## src/rtl/mem_port_arbiter.sv

```systemverilog
// Two-port RAM sequencer: port 0 read-only fetch, port 1 load/store, plus a
// one-address-per-cycle zero-fill sweep that owns the RAM while it runs.
module mem_port_arbiter #(
    parameter int                ADDR_W   = 16,
    parameter int                DATA_W   = 8,
    parameter logic [ADDR_W-1:0] CLR_LAST = 16'hFFFF,
    parameter bit                FAIR     = 1'b0
) (
    input  logic              clk,
    input  logic              reset,
    input  logic              p0_req,
    input  logic [ADDR_W-1:0] p0_addr,
    output logic              p0_gnt,
    output logic [DATA_W-1:0] p0_rdata,
    output logic              p0_rvalid,
    input  logic              p1_req,
    input  logic              p1_we,
    input  logic [ADDR_W-1:0] p1_addr,
    input  logic [DATA_W-1:0] p1_wdata,
    output logic              p1_gnt,
    output logic [DATA_W-1:0] p1_rdata,
    output logic              p1_rvalid,
    input  logic              clr_start,
    output logic              clr_busy,
    output logic              clr_done,
    output logic [ADDR_W-1:0] mem_addr,
    output logic [DATA_W-1:0] mem_wdata,
    output logic              mem_we,
    input  logic [DATA_W-1:0] mem_rdata
);

    typedef enum logic {ARB, CLEAR} state_t;

    state_t            state, state_nxt;
    logic [ADDR_W-1:0] cnt;
    logic              rr_pref;

    // Everything combinational is held quiet while reset is asserted so the
    // RAM never sees a stray write or grant during the reset cycle.
    always_comb begin
        state_nxt = state;
        p0_gnt    = 1'b0;
        p1_gnt    = 1'b0;
        mem_addr  = '0;
        mem_wdata = '0;
        mem_we    = 1'b0;
        clr_busy  = 1'b0;
        if (!reset) begin
            case (state)
                ARB: begin
                    if (clr_start) begin
                        state_nxt = CLEAR;
                    end else if (p0_req && (!p1_req || !FAIR || !rr_pref)) begin
                        p0_gnt = 1'b1;
                    end else if (p1_req) begin
                        p1_gnt = 1'b1;
                    end
                    if (p0_gnt) begin
                        mem_addr = p0_addr;
                    end
                    if (p1_gnt) begin
                        mem_addr  = p1_addr;
                        mem_wdata = p1_wdata;
                        mem_we    = p1_we;
                    end
                end
                CLEAR: begin
                    mem_addr = cnt;
                    mem_we   = 1'b1;
                    clr_busy = 1'b1;
                    if (cnt == CLR_LAST) begin
                        state_nxt = ARB;
                    end
                end
                default: state_nxt = ARB;
            endcase
        end
    end

    // Compare-before-increment ends the sweep at CLR_LAST, so an all-ones
    // CLR_LAST never wraps into a second pass.
    always_ff @(posedge clk) begin
        if (reset) begin
            state     <= ARB;
            cnt       <= '0;
            rr_pref   <= 1'b0;
            p0_rdata  <= '0;
            p1_rdata  <= '0;
            p0_rvalid <= 1'b0;
            p1_rvalid <= 1'b0;
            clr_done  <= 1'b0;
        end else begin
            state     <= state_nxt;
            p0_rvalid <= p0_gnt;
            p1_rvalid <= p1_gnt && !p1_we;
            clr_done  <= (state == CLEAR) && (cnt == CLR_LAST);
            if (p0_gnt) begin
                p0_rdata <= mem_rdata;
            end
            if (p1_gnt && !p1_we) begin
                p1_rdata <= mem_rdata;
            end
            if (p0_gnt) begin
                rr_pref <= 1'b1;
            end else if (p1_gnt) begin
                rr_pref <= 1'b0;
            end
            if (state == CLEAR && cnt != CLR_LAST) begin
                cnt <= cnt + 1'b1;
            end else begin
                cnt <= '0;
            end
        end
    end

endmodule

```

## config.mk

```make
export PLATFORM = sky130hd
export DESIGN_NAME = mem_port_arbiter
export DESIGN_NICKNAME = d
export VERILOG_FILES = /design/src/rtl/mem_port_arbiter.sv
export SDC_FILE = /design/constraint.sdc
export NUM_CORES = 1
export LEC_CHECK = 0
export BUFFER_PORTS_ARGS = -buffer_cell sky130_fd_sc_hd__buf_2
export CAP_MARGIN = 25
export CORE_MARGIN = 2
export CORE_UTILIZATION = 44
export CTS_CLUSTER_DIAMETER = 100
export CTS_CLUSTER_SIZE = 30
export DETAILED_ROUTE_END_ITERATION = 10
export PLACE_DENSITY = 0.79
export SETUP_SLACK_MARGIN = 0.3
export SYNTH_ARGS = -nofsm -noshare
export SYNTH_HDL_FRONTEND = slang
export SYNTH_SLANG_ARGS = --single-unit
```

## constraint.sdc

```tcl
create_clock -name clk -period 1.8 [get_ports clk]
set_input_delay 0.27 -clock clk [delete_from_list [all_inputs] [get_ports clk]]
set_output_delay 0.27 -clock clk [all_outputs]
set_load 0.02 [all_outputs]
```

Word level (Yosys, flattened, before mapping):

Index checks and enable logic that the tools add are counted.

* $add $sub $neg: 1
* equality and inequality tests: 2
* multiplexer cells: 28
* bitwise logic cells: 2
* reductions and logical operators: 5

Operator list (count)
* 16-bit 2-to-1 mux: 3
* 16-bit case mux with 2 select lines: 1
* 8-bit 2-to-1 mux: 3
* 1-bit 2-to-1 mux: 19
* 16-bit by 1-bit adder with 16-bit output (second input constant): 1
* 16-bit equality test (second input constant): 1
* 16-bit inequality test (second input constant): 1
* 1-bit case mux with 2 select lines: 2
* 1-bit logical AND: 3
* 1-bit inverter: 2
* 2-bit OR reduction: 1
* 1-bit logical NOT: 1

* register bits: 36
* bits of input ports: 54
* output and inout port bits: 47
* logic and storage cells: 45

Longest topological paths before layout:

* depth in word-level cells: 8
* mapped depth: 6
* gate-level depth less buffers: 5

Least setup slack after synthesis:

Ideal clock, no wire load.

* kind: input to output
* from: in p0_req
* to: out mem_addr[10]
* data arrival time: 1529 ps
* slack: 1 ps
* stages: 5
* path buffers: 2
* cell sequence: nor3b_1 > buf_2 > buf_1 > a221oi_1 > nor3_1

* cells in the longest elaborated chain, start to end: 8
* elaborated cells on any way between the ends: 12
* those cells by class: mux (12)

Ends and longest elaborated chain
* start: declaration: line 11 `input logic p0_req,`
* 1-bit 2-to-1 mux: line 53 `end else if (p0_req && (!p1_req || !FAIR || !rr_pref)) begin`
* 1-bit 2-to-1 mux: line 51 `if (clr_start) begin`
* 1-bit 2-to-1 mux: line 49 `case (state)`
* 1-bit 2-to-1 mux: line 48 `if (!reset) begin`
* 16-bit 2-to-1 mux: line 58 `if (p0_gnt) begin`
* 16-bit 2-to-1 mux (*): line 61 `if (p1_gnt) begin`
* 16-bit case mux with 2 select lines (*): line 49
* 16-bit 2-to-1 mux (*): line 48
* end: declaration: line 26 `output logic [ADDR_W-1:0] mem_addr,`

Mark *: on every way between the ends. The rest lies on a longest branch, timed or not. The select of a mux whose other input is x is not followed.

Final worst setup path:

* from: reg state
* to: out mem_wdata[1]

* cells in the longest elaborated chain, start to end: 2

Ends and longest elaborated chain
* start: declaration: line 34 `state_t state, state_nxt;`
* start signal: assignment: line 93 `state <= state_nxt;`
* 8-bit 2-to-1 mux: line 49
* 8-bit 2-to-1 mux: line 48
* end: declaration: line 27 `output logic [DATA_W-1:0] mem_wdata,`

No other way between the ends.

==> results.json <==
{
  "power.switching_mw": 0.547,
  "switching_share_pct": 29.4,
  "yosys_warnings": 0,
  "h-tree-depth": 2,
  "setup_viol": 0,
  "areaGrowthSynthToFinish_pct": 74.0,
  "root_buffer": "clkbuf_8",
  "p_int_mw": 1.32,
  "synth_top_area_share_pct": 39.0,
  "max_freq_ghz": 0.602,
  "p_leak_nw": 1.43,
  "synth_compound_area_share_pct": 13.3,
  "syn_area_sq_um": 1850,
  "rows": 23,
  "pre_cts_slack_ps": 132,
  "synth.area.mux_share_pct": 4.33,
  "yosys.area_share.simple_pct": 31.8,
  "vias_per_cell": 5.53,
  "vias": 2200,
  "synth_seq_area_share_pct": 39.0,
  "max_slew_margin_pct": 69.3,
  "globalplace.congestion": 0.801,
  "timing_hold_violations_final": 0,
  "clkSinkCount": 36,
  "clock_path_buffers": 2,
  "r2r-start": "cnt[11]",
  "ys_types": 35,
  "arrival_ps": 1390,
  "drc": 0,
  "drv_cap": 0,
  "grt_max_degree": 24,
  "fin_crit_ps": 1660,
  "r2r-end": "cnt[15]",
  "cp-start-kind": "register",
  "antenna_cells": 0,
  "tightest_slew_ps": 461,
  "grt_util_all_layers_pct": 24.5,
  "min_delay_path_depth": 3,
  "slew_viol_final": 0,
  "antenna_found_initial": 0,
  "syn-num-nets": 277,
  "max_stage_delay_ps": 350,
  "yosys-top-cells-area": "dfxtp_1 39%, a221oi_1 7.6%, nor2_1 5.7%",
  "first_pass_iters": 4,
  "status": "complete, no violations",
  "drt-initial-drc-count": 119,
  "grt_pass1_wl_um": 8600,
  "synth_xor_area_share_pct": 6.16,
  "crit_buf_inv": 3,
  "powerDensity_nw_per_um2": 580,
  "critPathSlowestCell": "dfxtp_2",
  "yosys.area_share.adder_pct": 0.677,
  "design.core.area_sq_um": 4030,
  "rsz0062_at_grt": "true",
  "grt_pass1_vias": 1897,
  "final_antenna_net_count": 0,
  "cts_tree": "yes",
  "ctsHoldBuffers": 0,
  "initial_core_util_pct": 45.9,
  "wl_um": 6650,
  "cts_buffers": 5,
  "synth_cells": 222,
  "grt-ovfl-total": 0,
  "end_kind": "output pin",
  "nNetsFinal": 402,
  "hold_path_class": "input port to register",
  "worst_clock_skew_ps": 8.73,
  "drive_gt1_share_pct": 61.2,
  "seq_power_share_pct": 43.7,
  "avgSynthCellArea_sq_um": 8.32,
  "power_frac_comb_pct": 23.3,
  "crit_path_max_fanout": 5,
  "setup_ws_ps": 138,
  "ios": 101,
  "routedWlPerCell_um": 16.7,
  "period_share_pct": 92.3,
  "yosys.area.top_type": "dfxtp_1",
  "hold-path-endpoint": "p0_rdata[0]",
  "synth_top_family_by_area": "simple AND/OR/NAND/NOR gates",
  "ir_worst_vdd_v": 0.000548,
  "worstSetupPathType": "register to output pin",
  "required_ps": 1530,
  "tns_ps": 0,
  "worstHoldStart": "mem_rdata[0]",
  "crit_top_cell": "buf_6",
  "dp_hpwl_um": 3980,
  "die_area_sq_um": 4730,
  "p_clk_share_pct": 33.0,
  "die_w_um": 68.8,
  "ys_seq_elements": 36,
  "clk_latency_ps": 300,
  "critical_path.top_delay_family": "buffers and inverters",
  "clkTransAtPathRegs_ps": 80,
  "crit_chain": "buf_6 -> nor3b_4 -> buf_6 -> and2_4 -> buf_6",
  "die_h_um": 68.8,
  "r2r_cells": 3,
  "worst-r2r-setup-slack_ps": 300,
  "numPortBuffers": 100
}
==> synthesized netlist by cell type <==
master,number
o21ai_0,8
nor2b_1,12
a211oi_1,3
nor4_1,2
xor2_1,2
nor2_1,28
inv_1,6
ha_1,1
nand4_1,4
or4_1,1
buf_2,4
buf_4,1
dfxtp_1,36
a41oi_1,1
and4_1,1
nor3b_2,2
and2_1,8
nand2_1,13
o31ai_1,1
mux2i_1,8
nand2b_1,8
buf_1,4
or3_1,1
and2b_1,2
nand3_1,4
a31o_2,1
nand3_2,2
o21bai_1,1
nor3b_1,2
clkbuf_1,6
a221oi_1,16
a21oi_1,2
or2b_2,1
nor3_1,19
xnor2_1,11
==> logic make-up (layout without fill, tap and decap cells) <==
group	count (synthesis)	after routing
xor+xnor	13	13
buf+inv	21	147
mux	8	8
compound gates	33	33
fa+ha+maj	1	1
simple gates	110	110
flops	36	36
==> how the worst max path moves through the flow <==
stage / startpoint / end / slack, ps / depth (start not counted)
2_1_floorplan: p0_req / mem_wdata[0] / 260 / 4
3_3_place_gp: p0_req / mem_addr[8] / 170 / 6
3_5_place_dp: p0_req / mem_addr[8] / 130 / 6
4_1_cts: state / mem_wdata[1] / 150 / 5
5_1_grt: state / mem_addr[11] / 60 / 4
6_report: state / mem_wdata[1] / 140 / 5
==> through the flow <==
stage	total power [mW]	hold WS (ps)	cells	utilization, %	instance area [sq um]
final	1.86	180	398	79.8	3220
after detailed placement	1.18	464	373	65.2	2630
after global routing	1.93	184	398	79.8	3220
after floorplan	1.05	379	222	-	2020
after global placement	1.17	459	373	65.2	2630
after CTS	1.81	187	389	74.7	3010
==> registers in the layout (all words and copies together), names as in the netlist <==
signal / flops
clr_done: 1
cnt: 16
p0_rdata: 8
p0_rvalid: 1
p1_rdata: 8
p1_rvalid: 1
state: 1
==> per-layer routing <==
| layer | wire [um] | track usage, % |
|---|---|---|
| met4 | 206 | 9.31 |
| met1 | 2470 | 29.0 |
| met5 | 0 | 0 |
| met2 | 3570 | 43.8 |
| met3 | 403 | 4.55 |
==> worst register-to-register path: stages (launching register included) <==
cell and delay, ps:
dfxtp_1 420, nand4_1 310, or4_1 590, a21oi_1 130
==> what timing repair did <==
item                                    CTS  global route
endpoints found under the setup margin   43            49
hold endpoints to repair                  0             0
pin swaps                                 7            12
gates resized for setup                  65            36
setup buffers                             5             8
cloned                                    3             1
==> layout make-up <==
class / count / area (sq um)
clock buffer: 7 / 86.3
sequential: 36 / 743
clock inverter: 1 / 7.51
timing repair buffer: 133 / 882
tap: 50 / 62.6
fill: 230 / 813
inverter: 6 / 22.5
multi-input combinational: 165 / 1410
==> power by group through the flow <==
stage,registers (mW),logic (mW),clock network (mW)
final,0.815,0.434,0.615
after CTS,0.815,0.387,0.611
after global routing,0.817,0.461,0.649
after global placement,0.836,0.339,0
after floorplan,0.851,0.199,0
after detailed placement,0.836,0.343,0
==> cells in the final DEF (no fill, tap or decap), types with 4 or more instances in the layout <==
cell,Yosys,routed
nand2b_1,8,8
clkbuf_8,0,6
nor3_4,0,7
nor2b_2,0,6
buf_2,4,81
nor3_1,19,4
dfxtp_2,0,9
a221oi_2,0,10
and2_4,0,8
xnor2_1,11,11
a221oi_1,16,4
nor2_1,28,27
nor3_2,0,8
mux2i_1,8,8
dfxtp_1,36,24
buf_4,1,30
buf_6,0,21
nand3_1,4,4
inv_1,6,6
o21ai_0,8,8
nand4_1,4,4
nand2_1,13,11
Power figures use the tool's default switching activity.
